File: src/rtl/mbist_pkg.sv
// mbist_pkg: shared pattern codes, FSM state encoding and the element descriptor
// used by the MBIST sequencer and its element lookup table.
package mbist_pkg;

    localparam logic [2:0] PAT_MSCAN  = 3'd0;
    localparam logic [2:0] PAT_CHKB   = 3'd1;
    localparam logic [2:0] PAT_MARCHC = 3'd2;

    localparam logic [2:0] ELEMS_MSCAN  = 3'd4;
    localparam logic [2:0] ELEMS_CHKB   = 3'd4;
    localparam logic [2:0] ELEMS_MARCHC = 3'd6;

    typedef enum logic [2:0] {
        ST_IDLE  = 3'd0,
        ST_LOAD  = 3'd1,
        ST_RUN   = 3'd2,
        ST_DRAIN = 3'd3,
        ST_DONE  = 3'd4
    } state_e;

    typedef enum logic [1:0] {
        OP_W  = 2'd0,
        OP_R  = 2'd1,
        OP_RW = 2'd2
    } op_e;

    typedef enum logic {
        DIR_UP   = 1'b0,
        DIR_DOWN = 1'b1
    } dir_e;

    typedef struct packed {
        logic [3:0] turn;
        op_e        op;
        dir_e       dir;
        logic       last;
    } elem_t;

    function automatic logic [2:0] elem_count(input logic [2:0] pat);
        case (pat)
            PAT_MSCAN:  return ELEMS_MSCAN;
            PAT_CHKB:   return ELEMS_CHKB;
            PAT_MARCHC: return ELEMS_MARCHC;
            default:    return 3'd1;
        endcase
    endfunction

endpackage

File: src/rtl/mbist_ctrl_if.sv
// mbist_ctrl_if: generator and SRAM port bundle driven by the MBIST sequencer.
interface mbist_ctrl_if #(
    parameter int ADDR_W = 4,
    parameter int DATA_W = 8
);
    logic [2:0]        PAT_SEL;
    logic [3:0]        GEN_TURN;
    logic              DATA_EN;
    logic [DATA_W-1:0] EXP_DATA;
    logic [ADDR_W-1:0] ADDR;
    logic              CS;
    logic              WE;
    logic [DATA_W-1:0] RDATA;

    // CS=1 marks an SRAM access in that cycle (WE=1 write, WE=0 read); read data
    // returns on RDATA the following cycle. DATA_EN is a one-cycle strobe that
    // makes the generator take GEN_TURN for the next element.
    modport master (
        output PAT_SEL, GEN_TURN, DATA_EN, ADDR, CS, WE,
        input  EXP_DATA, RDATA
    );

    modport slave (
        input  PAT_SEL, GEN_TURN, DATA_EN, ADDR, CS, WE,
        output EXP_DATA, RDATA
    );

endinterface

File: src/rtl/mbist_elem_table.sv
// mbist_elem_table: combinational map from (pattern, element index) to the
// element descriptor (generator turn, operation, sweep direction, last flag).
module mbist_elem_table
    import mbist_pkg::*;
(
    input  logic [2:0] pat_i,
    input  logic [2:0] idx_i,
    output elem_t      elem_o
);

    always_comb begin
        elem_o.turn = 4'd0;
        elem_o.op   = OP_W;
        elem_o.dir  = DIR_UP;
        case (pat_i)
            PAT_MSCAN: begin
                elem_o.turn = idx_i[1] ? 4'd3 : 4'd1;
                elem_o.op   = idx_i[0] ? OP_R : OP_W;
            end
            PAT_CHKB: begin
                elem_o.turn = idx_i[1] ? 4'hF : 4'h0;
                elem_o.op   = idx_i[0] ? OP_R : OP_W;
            end
            PAT_MARCHC: begin
                elem_o.turn = {1'b0, idx_i};
                elem_o.op   = (idx_i == 3'd0) ? OP_W : (idx_i == 3'd5) ? OP_R : OP_RW;
                elem_o.dir  = (idx_i == 3'd3 || idx_i == 3'd4) ? DIR_DOWN : DIR_UP;
            end
            default: ;
        endcase
        elem_o.last = (idx_i == elem_count(pat_i) - 3'd1);
    end

endmodule

File: src/rtl/mbist_ctrl.sv
// mbist_ctrl: MBIST sequencer running MSCAN, checkerboard and March C- over the SRAM.
// Define MBIST_FAIL_LOG_EN to log the first failing address and a mismatch count.
module mbist_ctrl
    import mbist_pkg::*;
#(
    parameter int ADDR_W = 4,
    parameter int DATA_W = 8
) (
    input  logic              CLK,
    input  logic              RESET,
    input  logic              START,
    input  logic [2:0]        MODE,
    mbist_ctrl_if.master      bus,
    output logic              BUSY,
    output logic              DONE,
    output logic              FAIL,
    output logic [ADDR_W-1:0] FAIL_ADDR,
    output logic [7:0]        FAIL_CNT,
    output state_e            DBG_STATE
);

    state_e            state_q, state_d;
    logic [2:0]        pat_q, pat_d;
    logic [2:0]        elem_q, elem_d;
    logic [ADDR_W-1:0] addr_q, addr_d;
    logic              phase_q, phase_d;
    logic              vld_q, vld_d;
    logic [DATA_W-1:0] exp_q, exp_d;
    logic              fail_q, fail_d;
`ifdef MBIST_FAIL_LOG_EN
    logic [ADDR_W-1:0] cmp_addr_q, cmp_addr_d;
    logic [ADDR_W-1:0] fail_addr_q, fail_addr_d;
    logic [7:0]        fail_cnt_q, fail_cnt_d;
`endif

    logic [ADDR_W-1:0] start_addr;
    logic              start_ok, last_addr, rd_cycle, mismatch;
    elem_t             cur;

    mbist_elem_table u_table (
        .pat_i  (pat_q),
        .idx_i  (elem_q),
        .elem_o (cur)
    );

    assign start_ok   = START && (MODE <= PAT_MARCHC) &&
                        (state_q == ST_IDLE || state_q == ST_DONE);
    assign start_addr = (cur.dir == DIR_DOWN) ? '1 : '0;
    assign last_addr  = (cur.dir == DIR_DOWN) ? (addr_q == '0) : (addr_q == '1);
    // In a read-then-write element phase 0 is the read, phase 1 the write.
    assign rd_cycle   = (state_q == ST_RUN) &&
                        (cur.op == OP_R || (cur.op == OP_RW && !phase_q));
    assign mismatch   = vld_q && (bus.RDATA != exp_q);

    always_ff @(posedge CLK or posedge RESET) begin
        if (RESET) begin
            state_q     <= ST_IDLE;
            pat_q       <= '0;
            elem_q      <= '0;
            addr_q      <= '0;
            phase_q     <= 1'b0;
            vld_q       <= 1'b0;
            exp_q       <= '0;
            fail_q      <= 1'b0;
`ifdef MBIST_FAIL_LOG_EN
            cmp_addr_q  <= '0;
            fail_addr_q <= '0;
            fail_cnt_q  <= '0;
`endif
        end else begin
            state_q     <= state_d;
            pat_q       <= pat_d;
            elem_q      <= elem_d;
            addr_q      <= addr_d;
            phase_q     <= phase_d;
            vld_q       <= vld_d;
            exp_q       <= exp_d;
            fail_q      <= fail_d;
`ifdef MBIST_FAIL_LOG_EN
            cmp_addr_q  <= cmp_addr_d;
            fail_addr_q <= fail_addr_d;
            fail_cnt_q  <= fail_cnt_d;
`endif
        end
    end

    always_comb begin
        state_d = state_q;
        pat_d   = pat_q;
        elem_d  = elem_q;
        addr_d  = addr_q;
        phase_d = phase_q;
        // Expected data is captured at read issue so a following LOAD cannot disturb it.
        vld_d   = rd_cycle;
        exp_d   = rd_cycle ? bus.EXP_DATA : exp_q;
        fail_d  = fail_q;
`ifdef MBIST_FAIL_LOG_EN
        cmp_addr_d  = rd_cycle ? addr_q : cmp_addr_q;
        fail_addr_d = fail_addr_q;
        fail_cnt_d  = fail_cnt_q;
`endif
        unique case (state_q)
            ST_IDLE, ST_DONE: begin
                if (start_ok) begin
                    state_d = ST_LOAD;
                    pat_d   = MODE;
                    elem_d  = '0;
                    phase_d = 1'b0;
                end
            end
            ST_LOAD: begin
                state_d = ST_RUN;
                addr_d  = start_addr;
                phase_d = 1'b0;
            end
            ST_RUN: begin
                if (cur.op == OP_RW && !phase_q) begin
                    phase_d = 1'b1;
                end else begin
                    phase_d = 1'b0;
                    if (!last_addr) begin
                        addr_d = (cur.dir == DIR_DOWN) ? addr_q - 1'b1 : addr_q + 1'b1;
                    end else if (cur.last) begin
                        state_d = ST_DRAIN;
                    end else begin
                        elem_d  = elem_q + 3'd1;
                        state_d = ST_LOAD;
                    end
                end
            end
            ST_DRAIN: state_d = ST_DONE;
            default:  state_d = ST_IDLE;
        endcase

        if (start_ok) begin
            fail_d = 1'b0;
`ifdef MBIST_FAIL_LOG_EN
            fail_addr_d = '0;
            fail_cnt_d  = '0;
`endif
        end else if (mismatch) begin
            fail_d = 1'b1;
`ifdef MBIST_FAIL_LOG_EN
            if (!fail_q) fail_addr_d = cmp_addr_q;
            if (fail_cnt_q != 8'hFF) fail_cnt_d = fail_cnt_q + 8'd1;
`endif
        end
    end

    always_comb begin
        bus.PAT_SEL  = pat_q;
        bus.GEN_TURN = '0;
        bus.DATA_EN  = 1'b0;
        bus.ADDR     = addr_q;
        bus.CS       = 1'b0;
        bus.WE       = 1'b0;
        BUSY         = 1'b0;
        DONE         = 1'b0;
        FAIL         = fail_q;
        DBG_STATE    = state_q;
`ifdef MBIST_FAIL_LOG_EN
        FAIL_ADDR    = fail_addr_q;
        FAIL_CNT     = fail_cnt_q;
`else
        FAIL_ADDR    = '0;
        FAIL_CNT     = '0;
`endif
        unique case (state_q)
            ST_LOAD: begin
                bus.GEN_TURN = cur.turn;
                bus.DATA_EN  = 1'b1;
                bus.ADDR     = start_addr;
                BUSY         = 1'b1;
            end
            ST_RUN: begin
                bus.GEN_TURN = cur.turn;
                bus.CS       = 1'b1;
                bus.WE       = !rd_cycle;
                BUSY         = 1'b1;
            end
            ST_DRAIN: BUSY = 1'b1;
            ST_DONE:  DONE = 1'b1;
            default: ;
        endcase
    end

endmodule

File: src/flat_wrapper.sv
// flat-port wrapper written by rule: the top's interface ports become plain ports
module mbist_ctrl_flat import mbist_pkg::*;
#(
    parameter int ADDR_W = 4,
    parameter int DATA_W = 8
)
  (CLK, RESET, START, MODE, BUSY, DONE, FAIL, FAIL_ADDR, FAIL_CNT, DBG_STATE, bus_PAT_SEL, bus_GEN_TURN, bus_DATA_EN, bus_ADDR, bus_CS, bus_WE, bus_EXP_DATA, bus_RDATA);
  mbist_ctrl_if #(.ADDR_W(ADDR_W), .DATA_W(DATA_W)) bus_i ();
  input  logic CLK;
  input  logic RESET;
  input  logic START;
  input  logic [2:0] MODE;
  output logic BUSY;
  output logic DONE;
  output logic FAIL;
  output logic [ADDR_W-1:0] FAIL_ADDR;
  output logic [7:0] FAIL_CNT;
  output state_e DBG_STATE;
  output wire logic [$bits(bus_i.PAT_SEL)-1:0] bus_PAT_SEL;
  output wire logic [$bits(bus_i.GEN_TURN)-1:0] bus_GEN_TURN;
  output wire logic [$bits(bus_i.DATA_EN)-1:0] bus_DATA_EN;
  output wire logic [$bits(bus_i.ADDR)-1:0] bus_ADDR;
  output wire logic [$bits(bus_i.CS)-1:0] bus_CS;
  output wire logic [$bits(bus_i.WE)-1:0] bus_WE;
  input wire logic [$bits(bus_i.EXP_DATA)-1:0] bus_EXP_DATA;
  input wire logic [$bits(bus_i.RDATA)-1:0] bus_RDATA;
  assign bus_PAT_SEL = bus_i.PAT_SEL;
  assign bus_GEN_TURN = bus_i.GEN_TURN;
  assign bus_DATA_EN = bus_i.DATA_EN;
  assign bus_ADDR = bus_i.ADDR;
  assign bus_CS = bus_i.CS;
  assign bus_WE = bus_i.WE;
  assign bus_i.EXP_DATA = bus_EXP_DATA;
  assign bus_i.RDATA = bus_RDATA;
  mbist_ctrl #(.ADDR_W(ADDR_W), .DATA_W(DATA_W)) u_core (.CLK(CLK), .RESET(RESET), .START(START), .MODE(MODE), .bus(bus_i), .BUSY(BUSY), .DONE(DONE), .FAIL(FAIL), .FAIL_ADDR(FAIL_ADDR), .FAIL_CNT(FAIL_CNT), .DBG_STATE(DBG_STATE));
endmodule
File: config.mk
export PLATFORM = sky130hd
export DESIGN_NAME = mbist_ctrl_flat
export DESIGN_NICKNAME = d
export VERILOG_FILES = /design/src/rtl/mbist_pkg.sv /design/src/rtl/mbist_ctrl_if.sv /design/src/rtl/mbist_elem_table.sv /design/src/rtl/mbist_ctrl.sv /design/src/flat_wrapper.sv
export SDC_FILE = /design/constraint.sdc
export NUM_CORES = 1
export LEC_CHECK = 0
export CAP_MARGIN = 40
export CORE_MARGIN = 5
export CORE_UTILIZATION = 40
export CTS_CLUSTER_SIZE = 8
export DETAILED_ROUTE_END_ITERATION = 8
export PLACE_DENSITY_LB_ADDON = 0.05
export SLEW_MARGIN = 25
export SYNTH_ARGS = -nofsm -noshare
export SYNTH_HDL_FRONTEND = slang
export SYNTH_HIERARCHICAL = 1
export SYNTH_SLANG_ARGS = --single-unit
File: constraint.sdc
create_clock -name CLK -period 2.8 [get_ports CLK]
set_clock_uncertainty 0.15 [all_clocks]
set_input_delay 0.28 -clock CLK [delete_from_list [all_inputs] [get_ports CLK]]
set_output_delay 0.28 -clock CLK [all_outputs]
set_load 0.005 [all_outputs]
==> reports/qor.csv <==
stage;metric;value;unit
clocking;cts-root-buf;clkbuf_8;
synthesis;netlist_area;0.00162;sq mm
sta;holdWs;209;ps
sta;period_needed;2660;ps
power_and_ir_drop;switching_share;0.349;
floorplanning;start_util;0.408;
critical_path;path_max_fanout;9;
run_status;status;finished clean;
routing;viasPerCell;5.06;
clocking;clkTransAtPathRegs;90;ps
synthesis;ys.flop_type;dfrtp_1;
critical_path;startpoint_type;register;
critical_path;cp.required;2370;ps
routing;wire_per_inst;13.9;um
floorplanning;die_y;73.6;um
final_layout;antenna_cells;0;
global_routing;grt_use_total;0.152;
place;placed_area;0.00207;sq mm
power_and_ir_drop;power.density;743;mW/mm^2
critical_path;worst_r2r_path_depth;8;
final_layout;finalInstanceArea;0.00217;sq mm
floorplanning;io_pins;54;
critical_path;crit_arrival;2230;ps
sta;max_freq;376;MHz
routing;drt-total-wl;3940;um
routing;firstDrtPassIters;4;
clocking;clock_sinks;24;
routing;via_count;1431;
sta;hold_violations;0;
sta;setup_tns;0;ps
global_routing;first_global_vias;1480;
global_routing;grt_pass1_wl;6580;um
floorplanning;rows;23;
place;dp_cells;278;
synthesis;synth-edff-count;0;
power_and_ir_drop;power_frac_comb;0.454;
clocking;cts_tree;done;
synthesis;synth_compound_area_frac;0.175;
sta;period_share;0.950;
place;gp_congestion;0.805;
synthesis;synth.mux.area_fraction;0.0201;
sta;drv_slew;0;
power_and_ir_drop;p_leak;1.00;nW
synthesis;yosys_register_bits;24;
global_routing;grt_start_max_net_pins;25;
synthesis;synth_top_family_by_area;simple AND/OR/NAND/NOR gates;
place;dpl.hpwl;3030;um
power_and_ir_drop;power.switching;0.563;mW
synthesis;synth_area_per_cell;8.71;sq um
floorplanning;core;0.00397;sq mm
routing;drt_iter0_markers;56;
synthesis;synth_cell_type_count;48;
sta;finalSetupViolations;0;
synthesis;ys_seq_area_frac;0.371;
global_routing;grt-ovfl-total;0;
synthesis;async_flop_share;1.00;
floorplanning;die_x;73.6;um
power_and_ir_drop;internal_power;1.05;mW
clocking;htreeDepth;1;
global_routing;antenna_found_initial;0;
final_layout;layout-area-overhead-vs-synth;33.7;%
hold_path;hold_class;in2async;
critical_path;critPathKind;reg2out;
clocking;cts_buffer_depth;2;
synthesis;synth-adder-area-share;0.0432;
power_and_ir_drop;pwr-share-clk;0.187;
power_and_ir_drop;pwr-share-seq;0.358;
routing;antenna_left;0;
floorplanning;die_area;0.00542;sq mm
flow_run;maxCapViolations;0;
synthesis;yosys_warnings;6;
clocking;cts_buffers;3;
power_and_ir_drop;vdd_ir_drop_max;0.322;mV
final_layout;drive_gt1_frac;0.120;
final_layout;nNetsFinal;261;
synthesis;synth_xor_area_frac;0.0541;
routing;drc_errors;0;
synthesis;synth_cells;186;
place;place.port_buffers;41;
final_layout;layoutNonFillerInstCount;283;
synthesis;synthSimpleGateAreaFrac;0.232;
critical_path;critical_path.endpoint_type;primary output;
clocking;clock_insertion_delay_worst_skew;260;ps
[cells in the final DEF, fill, tap and decap left out, drive strengths merged, types with 2 or more instances in the layout]
cell type and instances:
nor3b 3, dfrtp 24, xor2 9, or3 3, o21ai 8, o31ai 3
conb 12, o311ai 2, nand3 2, nand3b 3, nand2b 3, clkbuf 3
ha 4, a21o 7, nor2b 5, nor2 10, or2b 2, nor4 2
mux2 2, inv 13, a211oi 4, clkdlybuf4s50 40, nand2 31, buf 7
a21oi 11
[synth_stat cells (2+ instances only)]
cell / n / area share
a211oi_1: 4 / 0.019
a21o_1: 7 / 0.032
a21oi_1: 11 / 0.034
buf_2: 3 / 0.0093
buf_4: 12 / 0.056
dfrtp_1: 24 / 0.37
ha_1: 4 / 0.031
inv_1: 10 / 0.023
inv_2: 3 / 0.0069
mux2_2: 2 / 0.014
nand2_1: 31 / 0.072
nand2b_2: 2 / 0.011
nand3_1: 2 / 0.0062
nand3b_1: 3 / 0.014
nor2_1: 10 / 0.023
nor2b_1: 5 / 0.019
nor3b_1: 2 / 0.0093
nor4_1: 2 / 0.0077
o21ai_0: 4 / 0.012
o21ai_1: 4 / 0.012
o311ai_0: 2 / 0.011
o31ai_1: 2 / 0.0093
or2b_1: 2 / 0.0093
or3_1: 3 / 0.012
xor2_1: 9 / 0.049
[metal layers]
metal | vias to the layer above | track usage | wire (um)
met5 | - | 0 | 0
met2 | 53 | 0.272 | 1940
met1 | 667 | 0.185 | 1670
li1 | 705 | - | -
met4 | 0 | 0.0523 | 42
met3 | 6 | 0.0233 | 285
[sequential cells by signal, summed over array words and instances (netlist names)]
signal              flops
u_core/bus.PAT_SEL      3
u_core/phase_q          1
u_core/exp_q            8
u_core/elem_q           3
u_core/addr_q           4
u_core/vld_q            1
u_core/DBG_STATE        3
u_core/FAIL             1
[timing repair]
item                                   4_1_cts  5_1_grt
endpoints found under the hold margin        0        0
hold buffers                                 0        0
buffers inserted                             0        1
setup endpoints to repair                    0        8
gates resized for setup                      0        6
[worst paths after layout]
kind | startpoint | end | slack, ps
max | u_core/bus.PAT_SEL[2] | bus_ADDR[0] | 140
min | RESET | u_core/bus.PAT_SEL[2] | 210
max reg2reg | u_core/bus.PAT_SEL[2] | u_core/elem_q[2] | 270
min reg2reg | u_core/exp_q[0] | u_core/exp_q[0] | 350
max in group asynchronous | RESET | u_core/bus.PAT_SEL[2] | 2040
min in group CLK | u_core/exp_q[0] | u_core/exp_q[0] | 350
[layout make-up]
cell class | instances | area [sq um]
clock inverters | 1 | 30.0
fillers | 374 | 1800
multi-input cells | 143 | 908
flip-flops and latches | 24 | 602
repair buffers | 48 | 465
clock buffers | 3 | 41.3
inverters | 14 | 57.6
well taps | 50 | 62.6
[cells by family (layout without fill, tap and decap cells)]
| group | count (synthesis) | after routing |
|---|---|---|
| adders and majority gates | 5 | 5 |
| muxes | 3 | 3 |
| AOI/OAI and AO/OA | 42 | 42 |
| DFF | 24 | 24 |
| other | 1 | 12 |
| and+or+nand+nor | 71 | 71 |
| buffers and inverters | 30 | 66 |
| xor gates and xnor gates | 10 | 10 |
[critical path, stage by stage, from the launching register on]
cell and delay [ps]:
dfrtp_2 470, nor3b_2 230, a21boi_1 190, buf_4 160, inv_1 110, nor2_2 200, a21o_1 110, clkdlybuf4s50_1 490
[metrics by stage]
stage,utilization,worst slack (ps),power (mW)
2_1_floorplan,-,245,0.980
3_3_place_gp,0.521,304,1.28
3_5_place_dp,0.521,234,1.30
4_1_cts,0.539,18.6,1.62
5_1_grt,0.546,-7.13,1.74
6_report,0.546,139,1.61
[power groups by stage]
stage	Clock, mW	Combinational (mW)	Sequential [mW]
floorplan	0	0.424	0.556
global placement	0	0.703	0.582
detailed placement	0	0.718	0.584
CTS	0.316	0.724	0.576
global route	0.328	0.816	0.594
finish	0.302	0.732	0.577
No activity file was read; power rests on OpenSTA's default activity.
